## config.mk

```make
export PLATFORM = sky130hd
export DESIGN_NAME = gpio_input_port
export DESIGN_NICKNAME = d
export VERILOG_FILES = /design/src/rtl/gpio_io_pkg.sv /design/src/rtl/debouncer.sv /design/src/rtl/gpio_input_port.sv
export SDC_FILE = /design/constraint.sdc
export NUM_CORES = 1
export LEC_CHECK = 0
export ABC_AREA = 1
export CAP_MARGIN = 20
export CORE_MARGIN = 3
export CORE_UTILIZATION = 40
export CTS_BUF_LIST = sky130_fd_sc_hd__clkbuf_4
export DETAILED_ROUTE_END_ITERATION = 10
export PLACE_DENSITY = 0.66
export SKIP_LAST_GASP = 1
export SLEW_MARGIN = 10
export SYNTH_ARGS = -nofsm -noshare
export SYNTH_HDL_FRONTEND = slang
export SYNTH_SLANG_ARGS = --single-unit
```

## constraint.sdc

```tcl
create_clock -name clock -period 2.15 [get_ports clock]
set_clock_uncertainty 0.2 [all_clocks]
set_input_delay 0.5375 -clock clock [delete_from_list [all_inputs] [get_ports clock]]
set_output_delay 0.5375 -clock clock [all_outputs]
set_load 0.05 [all_outputs]
```

## src/rtl/gpio_io_pkg.sv

```systemverilog
// rtl/gpio_io_pkg.sv - shared constants for the GPIO input port
package gpio_io_pkg;

    localparam int DATA_W = 16;
    localparam int CNT_W  = 16;

    localparam logic [1:0] ADDR_SW   = 2'd0;
    localparam logic [1:0] ADDR_BTN  = 2'd1;
    localparam logic [1:0] ADDR_EVT  = 2'd2;
    localparam logic [1:0] ADDR_STAT = 2'd3;

    typedef logic [DATA_W-1:0] data_t;

endpackage

```

## src/rtl/debouncer.sv

```systemverilog
// rtl/debouncer.sv - two-flop synchronizer plus counter debounce for one bit
module debouncer
    import gpio_io_pkg::*;
#(
    parameter int unsigned DB_COUNT = 50000
) (
    input  logic clock,
    input  logic reset,
    input  logic raw_i,
    output logic stable_o,
    output logic rise_o
);

    localparam logic [CNT_W-1:0] CNT_LAST = CNT_W'(DB_COUNT - 1);

    logic             meta_q;
    logic             sync_q;
    logic             stable_q;
    logic             stable_d;
    logic [CNT_W-1:0] cnt_q;
    logic [CNT_W-1:0] cnt_d;

    // Bring the asynchronous level into the clock domain.
    always_ff @(posedge clock or negedge reset) begin
        if (!reset) begin
            meta_q <= 1'b0;
            sync_q <= 1'b0;
        end else begin
            meta_q <= raw_i;
            sync_q <= meta_q;
        end
    end

    // Accept the new level only after it has differed for DB_COUNT cycles in a row.
    always_comb begin
        stable_d = stable_q;
        cnt_d    = '0;
        rise_o   = 1'b0;
        if (sync_q != stable_q) begin
            if (cnt_q == CNT_LAST) begin
                stable_d = sync_q;
                rise_o   = sync_q;
            end else begin
                cnt_d = cnt_q + 1'b1;
            end
        end
    end

    // Debounce state register.
    always_ff @(posedge clock or negedge reset) begin
        if (!reset) begin
            stable_q <= 1'b0;
            cnt_q    <= '0;
        end else begin
            stable_q <= stable_d;
            cnt_q    <= cnt_d;
        end
    end

    assign stable_o = stable_q;

endmodule

```

## src/rtl/gpio_input_port.sv

```systemverilog
// rtl/gpio_input_port.sv - debounced switch/button port with read-to-clear events
module gpio_input_port
    import gpio_io_pkg::*;
#(
    parameter int          N_SW     = 8,
    parameter int          N_BTN    = 4,
    parameter int unsigned DB_COUNT = 50000
) (
    input  logic              clock,
    input  logic              reset,
    input  logic [N_SW-1:0]   sw_raw,
    input  logic [N_BTN-1:0]  btn_raw,
    input  logic              rd_en,
    input  logic [1:0]        rd_addr,
    output logic [DATA_W-1:0] rd_data,
    output logic              rd_valid,
    output logic              irq
);

    logic [N_SW-1:0]  sw_stable;
    logic [N_SW-1:0]  sw_rise;
    logic [N_BTN-1:0] btn_stable;
    logic [N_BTN-1:0] btn_rise;
    logic [N_BTN-1:0] evt_q;
    logic [N_BTN-1:0] evt_d;
    logic [N_BTN-1:0] evt_clr;
    data_t            rd_mux;
    data_t            rd_data_q;
    logic             rd_valid_q;
    logic             unused_sw_rise;

    for (genvar i = 0; i < N_SW; i++) begin : g_sw
        debouncer #(.DB_COUNT(DB_COUNT)) u_db (
            .clock    (clock),
            .reset    (reset),
            .raw_i    (sw_raw[i]),
            .stable_o (sw_stable[i]),
            .rise_o   (sw_rise[i])
        );
    end

    for (genvar i = 0; i < N_BTN; i++) begin : g_btn
        debouncer #(.DB_COUNT(DB_COUNT)) u_db (
            .clock    (clock),
            .reset    (reset),
            .raw_i    (btn_raw[i]),
            .stable_o (btn_stable[i]),
            .rise_o   (btn_rise[i])
        );
    end

    // Switch edges carry no meaning; only their levels are reported.
    assign unused_sw_rise = ^sw_rise;

    assign irq = |evt_q;

    // Clear exactly the bits being returned; a press landing in the same cycle wins.
    always_comb begin
        evt_clr = '0;
        if (rd_en && (rd_addr == ADDR_EVT)) begin
            evt_clr = evt_q;
        end
        evt_d = (evt_q & ~evt_clr) | btn_rise;
    end

    // Register select, zero-extended to the bus width.
    always_comb begin
        rd_mux = '0;
        case (rd_addr)
            ADDR_SW:   rd_mux[N_SW-1:0]  = sw_stable;
            ADDR_BTN:  rd_mux[N_BTN-1:0] = btn_stable;
            ADDR_EVT:  rd_mux[N_BTN-1:0] = evt_q;
            ADDR_STAT: rd_mux[0]         = irq;
            default:   rd_mux            = '0;
        endcase
    end

    // Event latch and registered read port; data holds between reads.
    always_ff @(posedge clock or negedge reset) begin
        if (!reset) begin
            evt_q      <= '0;
            rd_data_q  <= '0;
            rd_valid_q <= 1'b0;
        end else begin
            evt_q      <= evt_d;
            rd_valid_q <= rd_en;
            if (rd_en) begin
                rd_data_q <= rd_mux;
            end
        end
    end

    assign rd_data  = rd_data_q;
    assign rd_valid = rd_valid_q;

endmodule

```

### Word-level counts from Yosys, hierarchy flattened

Index checks and enable logic that the tools add are counted.
W data, S select, Z words.

* add/subtract/negate cells: 12
* multipliers: 0
* div/mod/pow operators: 0
* order comparisons: 0
* equality and inequality tests: 27
* shift operators: 0
* mux-type cells: 36
* bitwise logic cells: 3
* reductions and logical operators: 15

Operators by type and width (number)
* $mux W16: 24
* $add A16 B1 Y16 const B: 12
* $eq A16 B16 Y1 const B: 12
* $reduce_and A2 Y1: 12
* $ne A1 B1 Y1: 12
* $pmux W3 S3: 1
* $mux W1: 8
* $mux W4: 2
* $and A4 B4 Y4: 1
* $eq A2 B2 Y1 const B: 2
* $not A4 Y4: 1
* $or A4 B4 Y4: 1
* $pmux W1 S4: 1
* $reduce_or A4 Y1: 1
* $eq A2 B1 Y1 const B: 1
* $logic_not A2 Y1: 1
* $logic_and A1 B1 Y1: 1

* flip-flop bits (word level): 241
* latch bits: 0
* bits in writable memories: 0
* ROM bits: 0
* bits of input ports: 17
* output and inout port bits: 18
* memories: 0

### Logic depth before layout (Yosys ltp)

Gate-level depths: netlist of the first run.

* depth in word-level cells: 6
* gate-level depth with buffers: 8
* depth with buffers taken out: 8

### Cells and area by module

Synthesis of the first run repeated with hierarchy kept, for this count alone.

* cells, all modules: 1610
* area total of the unflattened synthesis: 12684.7 µm²

Modules (own cells, without submodules)
* debouncer: instances 12, cells an instance 127, area an instance 1001.0 µm²
* gpio_input_port: instances 1, cells an instance 86, area an instance 673.1 µm²

### Least setup slack after synthesis of the first run

OpenSTA, ideal clock, no wires.

* path kind: flip-flop to output port
* start: reg evt_q[0]
* end: out irq
* arrival: 0.861 ns
* setup slack: 0.552 ns
* stages on the path, launching flop included: 3
* cell sequence: dfrtp_1 -> nor2_1 -> nand3_1

* cells in the longest elaborated chain, start to end: 1

Ends and longest elaborated chain
* start, declared: RTL line gpio_input_port.sv:24 `logic [N_BTN-1:0] evt_q;`
* start signal, assigned: RTL line gpio_input_port.sv:85 `evt_q <= evt_d;`
* $reduce_or A4 Y1: RTL line gpio_input_port.sv:55 `assign irq = |evt_q;`
* end, declared: RTL line gpio_input_port.sv:17 `output logic irq`

No other way between the ends.

### Worst setup path in the final report of the first run

Same ends and word-level chain as after synthesis.

==> run_results.csv, run 1 <==
group,metric,value,unit
synthesis,synthTopCellsByArea,"dfrtp_1 (48%), nor2_1 (12%), nand2_1 (12%)",
timing,slew_viol_final,0,
power_and_ir_drop,power,9.091,mW
synthesis,postSynthAreaPerCell,7.553,um2
critical_path,startpoint,"evt_q[0]",
final_layout,fin_nets,1795,
critical_path,worstPathArrival,1.46,ns
timing,setup_ws,-0.04572,ns
drt,routed_via_density,4.712,
critical_path,cp_num_buf_inv,1,
run_status,violations,"setup timing",
grt,grt_pass1_wl,45390,um
drt,ant_nets,0,
clocking,clkLatencyLatePin,0.67,ns
synthesis,yosysSeqAreaShare,48.10,%
critical_path,r2r_start,"g_sw[7].u_db.cnt_q[0]",
floorplanning,dieArea,33510,um2
power_and_ir_drop,power.internal,6.879,mW
synthesis,ys_types,34,
floorplanning,core_area,30750,um2
clocking,tritoncts,"yes",
clocking,cts_root_buffer,"clkbuf_4",
power_and_ir_drop,p_seq_share,51.5,%
placed_design,dp_hpwl,18460,um
synthesis,yosys-top-cells-count,"nor2_1 (398), nand2_1 (389), dfrtp_1 (241)",
grt,grt_max_degree,55,
synthesis,yosysWarnings,0,
placed_design,place_congestion,0.9067,
critical_path,cp_cell_sequence,"nor2_1 > nand3_2 > buf_12",
grt,overflow,0,
placed_design,pre_cts_ws,0.1284,ns
drt,dr.first_iter.drc_count,533,
synthesis,ys_dominant_reg_cell,"dfrtp_1",
critical_path,slowest_stage,"dfrtp_1",
power_and_ir_drop,p_comb_share,4.6,%
hold_path,min_from,"sw_raw[4]",
grt,antenna_found_initial,2,
critical_path,critical_path.top_delay_family,"flip-flops",
power_and_ir_drop,p_per_area,639.6,nW/um2
critical_path,start_kind,"flip-flop",
critical_path,path_max_fanout,2,
final_layout,fillers,3094,
synthesis,synth_most_common_cell,"nor2_1",
grt,first_global_vias,10090,
timing,rsz0062_at_grt,"yes",
timing,setup_viol,1,
clocking,htree_num_levels,3,
clocking,clk_pin_slew,0.06,ns
drt,drcViolationCount,0,
timing,clock.fmax,455.4,MHz
run,maxCapViolCount,0,
power_and_ir_drop,p_clk_share,43.9,%
synthesis,synthCells,1660,
drt,vias,10390,
placed_design,io_buffers,26,
synthesis,yosys.area.top_type_share,48.10,%
power_and_ir_drop,p_leak,6.583,nW
grt,grt_usage,16.03,%
synthesis,synth_edf_count,0,
power_and_ir_drop,switchingPower,2.211,mW
critical_path,crit_path_max_incr_delay,0.37,ns
final_layout,seqCellArea,6031,um2
floorplanning,fp.dieH,183.0,um
floorplanning,die_w,183.0,um
timing,hold_violations,0,
critical_path,crit_type,"reg -> out",
timing,post-route-period-util,102.1,%
floorplanning,ios,35,
clocking,clock_sinks,241,
clocking,cts_made_buffers,66,
synthesis,async_flop_share,100.0,%
synthesis,yosys.area.top_type,"dfrtp_1",
synthesis,netlist_area,12540,um2
final_layout,multi_input_area,5723,um2
drt,drt-total-wl,25380,um
power_and_ir_drop,swShare,24.33,%
power_and_ir_drop,ir_worst_vdd,385.6,uV
final_layout,syn_to_final_growth,13.36,%
final_layout,drive_gt1_share,11.18,%
synthesis,ys_ff_latch,241,
hold_path,min_path_type,"in -> reg",
timing,period_minus_slack,2.196,ns
floorplanning,fp-row-count,64,
drt,post_drt_wl_per_cell,11.52,um
critical_path,crit_path_end_kind,"output pin",
run_status,status,"complete, but fails checks",
clocking,clk_path_buf_depth,3,
floorplanning,start_util,40.78,%
critical_path,critPathRequiredTime,1.41,ns
drt,drtPass1Iterations,6,
-- flip-flops by register name (all words and copies together) (netlist names) --
signal / cells
g_btn.u_db.stable_o: 4
rd_valid: 1
evt_q: 4
g_btn.u_db.cnt_q: 64
g_sw.u_db.cnt_q: 128
g_sw.u_db.stable_o: 8
g_sw.u_db.sync_q: 8
g_btn.u_db.sync_q: 4
g_btn.u_db.meta_q: 4
g_sw.u_db.meta_q: 8
rd_data: 8
-- layer usage --
| metal | part of all wire, % | track usage, % |
|---|---|---|
| met4 | 2.2 | 6.033 |
| met1 | 48 | 21.25 |
| met5 | 0.079 | 0 |
| met3 | 4.4 | 3.947 |
| met2 | 45 | 25.60 |
-- power groups by stage --
stage                     combinational, mW  clock, mW  sequential [mW]
after floorplan                       0.222          0             4.76
final                                 0.416       3.99             4.68
after global routing                  0.483       4.40             4.69
after global placement                0.419          0             4.76
after detailed placement              0.425          0             4.77
after CTS                             0.430       4.19             4.68
-- logic make-up after synthesis --
kind of cell	share of synthesized area [%]
other cells	0.02991
fa+ha+maj	1.297
xor+xnor	4.800
simple gates	36.36
flops	48.10
compound gates	2.904
buf+inv	6.506
-- cell type report --
type / instances / area share (%)
flip-flops and latches: 241 / 42.43
multi-input cells: 1217 / 40.26
repair buffers: 40 / 2.914
clock inverters: 15 / 0.6162
diodes: 1 / 0.01761
well taps: 396 / 3.486
clock buffers: 95 / 5.018
inverters: 199 / 5.255
-- worst paths after layout --
| check | to | depth (start not counted) | slack, ns |
|---|---|---|---|
| min in group asynchronous | g_sw[5].u_db.cnt_q[9] | 2 | 0.18 |
| worst max register to register | g_sw[7].u_db.cnt_q[6] | 6 | 0.46 |
| max in group asynchronous | g_sw[2].u_db.cnt_q[14] | 3 | 0.88 |
| worst min-delay path | g_sw[4].u_db.meta_q | 1 | 0.12 |
| worst max-delay path | irq | 3 | -0.05 |
| worst min register to register | g_sw[5].u_db.sync_q | 0 | 0.14 |
-- per-stage QoR --
| step | utilization [%] | hold WS (ns) | TNS, ns | instance area (um2) | cells |
|---|---|---|---|---|---|
| floorplan | - | 0.04191 | 0 | 12560 | 1667 |
| global placement | 43.43 | 0.1348 | 0 | 13350 | 2087 |
| detailed placement | 43.43 | 0.1364 | 0 | 13350 | 2087 |
| CTS | 46.13 | 0.04588 | -0.1288 | 14180 | 2200 |
| global route | 46.22 | 0.05277 | -0.1464 | 14210 | 2204 |
| finish | 46.22 | 0.1176 | -0.04572 | 14210 | 2204 |
-- cell usage in the layout, fill, tap and decap left out, types with 2 or more instances in the layout --
cell,n
inv_2,14
nor3_2,9
nor2_1,398
o22ai_1,2
xnor2_1,8
conb_1,8
nand3_1,125
nand3_2,6
nand2_1,389
o21ai_0,13
nor3_1,53
buf_4,17
nand2_4,2
dfrtp_1,241
nor2_4,6
xor2_2,2
nand2_2,15
nor3b_1,12
a21oi_2,5
nand4_1,21
a31oi_1,2
xor2_1,57
nor2_2,21
o21ai_1,4
clkbuf_4,95
clkinv_1,9
buf_12,5
ha_1,13
or2_1,3
a21oi_1,39
inv_1,188
clkdlybuf4s50_1,15
-- repair_timing --
action                     CTS  global route
pin swaps                    1             2
setup endpoints to repair    1             2
hold endpoints to repair   235             0
hold buffers                 1             0
setup buffers                2             3
resized for setup            1             1
Note: power is estimated with default switching activity, not from simulation.
==> run 2: changes to the inputs <==
--- a/constraint.sdc
+++ b/constraint.sdc
@@ -3,3 +3,3 @@
 set_input_delay 0.5375 -clock clock [delete_from_list [all_inputs] [get_ports clock]]
 set_output_delay 0.5375 -clock clock [all_outputs]
-set_load 0.05 [all_outputs]
+set_load 0.01 [all_outputs]
==> run 2 against run 1 <==
Against the previous run: the run still ends with setup timing left; hold slack lost 0.051 ns; routed wire length grew 1.7%; fmax shrank 1.2%; non-clock buffer count grew 3; combinational power shrank 7.2%; power shrank 1.9%; count of clock-buffer cells in the layout shrank 11; sequential share of layout area grew 0.15 points.
==> run_results.csv, run 2 (synthesis results as in run 1) <==
group,metric,value,unit
run_status,status,"complete, but fails checks",
run_status,violations,"setup timing",
timing,fin_hold_ws,0.06683,ns
drt,drtPass1Iterations,5,
placed_design,io_buffers,26,
final_layout,top_regs,"g_sw.u_db.cnt_q (128), g_btn.u_db.cnt_q (64)",
placed_design,place_area,13370,um2
final_layout,fin_nets,1793,
placed_design,place_congestion,0.8751,
timing,setup_viol,1,
critical_path,worstPathArrival,1.49,ns
floorplanning,start_util,40.78,%
critical_path,critPathRequiredTime,1.41,ns
timing,slew_viol_final,0,
clocking,tritoncts,"yes",
placed_design,pre_cts_ws,0.1400,ns
timing,setup_ws,-0.07267,ns
final_layout,largest_reg_flops,128,
hold_path,min_path_type,"in -> reg",
floorplanning,ios,35,
power_and_ir_drop,p_per_area,629.3,nW/um2
final_layout,final_cell_mix,"nor2_1 (398), nand2_1 (389), dfrtp_1 (240)",
clocking,cts_root_buffer,"clkbuf_4",
final_layout,drive_gt1_share,10.77,%
critical_path,cp_cell_sequence,"nor2_1 > nand3_2 > buf_2",
grt,overflow,0,
final_layout,top_register,"g_sw.u_db.cnt_q",
critical_path,crit_type,"reg -> out",
critical_path,slowest_stage,"dfrtp_1",
grt,first_global_vias,10200,
critical_path,r2r_start,"g_sw[6].u_db.cnt_q[0]",
critical_path,crit_path_end_kind,"output pin",
drt,post_drt_wl_per_cell,11.69,um
final_layout,stdcell_area,14170,um2
critical_path,reg2reg_to,"g_sw[6].u_db.cnt_q[15]",
placed_design,dp_hpwl,18570,um
final_layout,fillers,3096,
critical_path,critical_path.top_delay_family,"flip-flops",
timing,clock.fmax,449.9,MHz
clocking,clkLatencyLatePin,0.72,ns
hold_path,whs_endpoint,"g_btn[1].u_db.meta_q",
critical_path,start_kind,"flip-flop",
power_and_ir_drop,ir_worst_vdd,580.8,uV
floorplanning,fp-row-count,64,
clocking,cts_made_buffers,61,
grt,grt_usage,16.09,%
clocking,clk_pin_slew,0.07,ns
timing,post-route-period-util,103.4,%
grt,grt_pass1_wl,46020,um
critical_path,cp_num_buf_inv,1,
grt,grt_max_degree,45,
floorplanning,dieArea,33510,um2
drt,drcViolationCount,0,
drt,ant_nets,0,
critical_path,crit_path_max_incr_delay,0.37,ns
timing,tns,-0.07267,ns
floorplanning,die_w,183.0,um
clocking,clk_path_buf_depth,3,
timing,period_minus_slack,2.223,ns
drt,vias,10410,
clocking,clock_sinks,241,
final_layout,syn_to_final_growth,12.98,%
final_layout,final_common_cell,"nor2_1",
floorplanning,core_area,30750,um2
run,maxCapViolCount,0,
timing,hold_violations,0,
hold_path,min_from,"btn_raw[1]",
power_and_ir_drop,p_leak,6.567,nW
hold_path,holdPathStages,1,
power_and_ir_drop,power,8.915,mW
clocking,htree_num_levels,2,
critical_path,cp.depth,3,
critical_path,timing.reg2reg.setup_slack,0.44,ns
drt,dr.first_iter.drc_count,501,
drt,drt-total-wl,25810,um
drt,routed_via_density,4.716,
critical_path,path_max_fanout,2,
timing,rsz0062_at_grt,"yes",
critical_path,rr_worst_depth,6,
floorplanning,fp.dieH,183.0,um
grt,antenna_found_initial,2,
[run 2: how the worst max path moves through the flow]
stage                    start         end  slack, ns
floorplan                rd_en    evt_q[0]       0.65
global placement    rd_addr[1]    evt_q[2]       0.17
detailed placement  rd_addr[0]  rd_data[2]       0.14
CTS                   evt_q[0]         irq      -0.11
global route          evt_q[0]         irq      -0.18
finish                evt_q[0]         irq      -0.07
[run 2: worst reg2reg max path, cell delays in order, from the launching register on]
cell,delay [ns]
dfrtp_1,0.40
ha_1,0.23
nand3_1,0.15
nor2_1,0.11
a21oi_2,0.33
nand2_1,0.10
nor2_1,0.11
[run 2: power breakdown]
group	internal (mW)	switching, mW	total, mW	leakage (nW)
Combinational	0.126	0.260	0.386	2.83
Clock	1.94	1.91	3.85	0.458
Sequential	4.61	0.0687	4.68	3.28
[run 2: what timing repair did]
item                                    CTS  global route
endpoints found under the setup margin   10             4
hold endpoints to repair                243             0
setup buffers                             5             0
pin swaps                                 0             0
hold buffers                              3             0
resized for setup                        38             4
[run 2: area by class of cell]
class	count	area (um2)	area share, %
inverters	199	747.0	5.273
flip-flops and latches	241	6032	42.58
clock inverters	27	135.1	0.9539
diodes	1	2.502	0.01766
well taps	396	495.5	3.498
clock buffers	84	630.6	4.452
multi-input cells	1217	5723	40.40
repair buffers	43	400.4	2.826
[run 2: per-stage QoR]
| step | util [%] | instances |
|---|---|---|
| after floorplan | - | 1667 |
| after global placement | 43.49 | 2088 |
| after detailed placement | 43.49 | 2088 |
| after CTS | 46.11 | 2207 |
| after global routing | 46.07 | 2208 |
| final | 46.07 | 2208 |
[run 2: metal layers]
| layer | track usage [%] | vias up | part of all wire [%] |
|---|---|---|---|
| met2 | 26.17 | 177 | 46 |
| met5 | 0 | - | 0.077 |
| met3 | 3.550 | 39 | 4.7 |
| met4 | 4.601 | 2 | 1.5 |
| met1 | 21.79 | 4772 | 48 |
| li1 | - | 5423 | - |
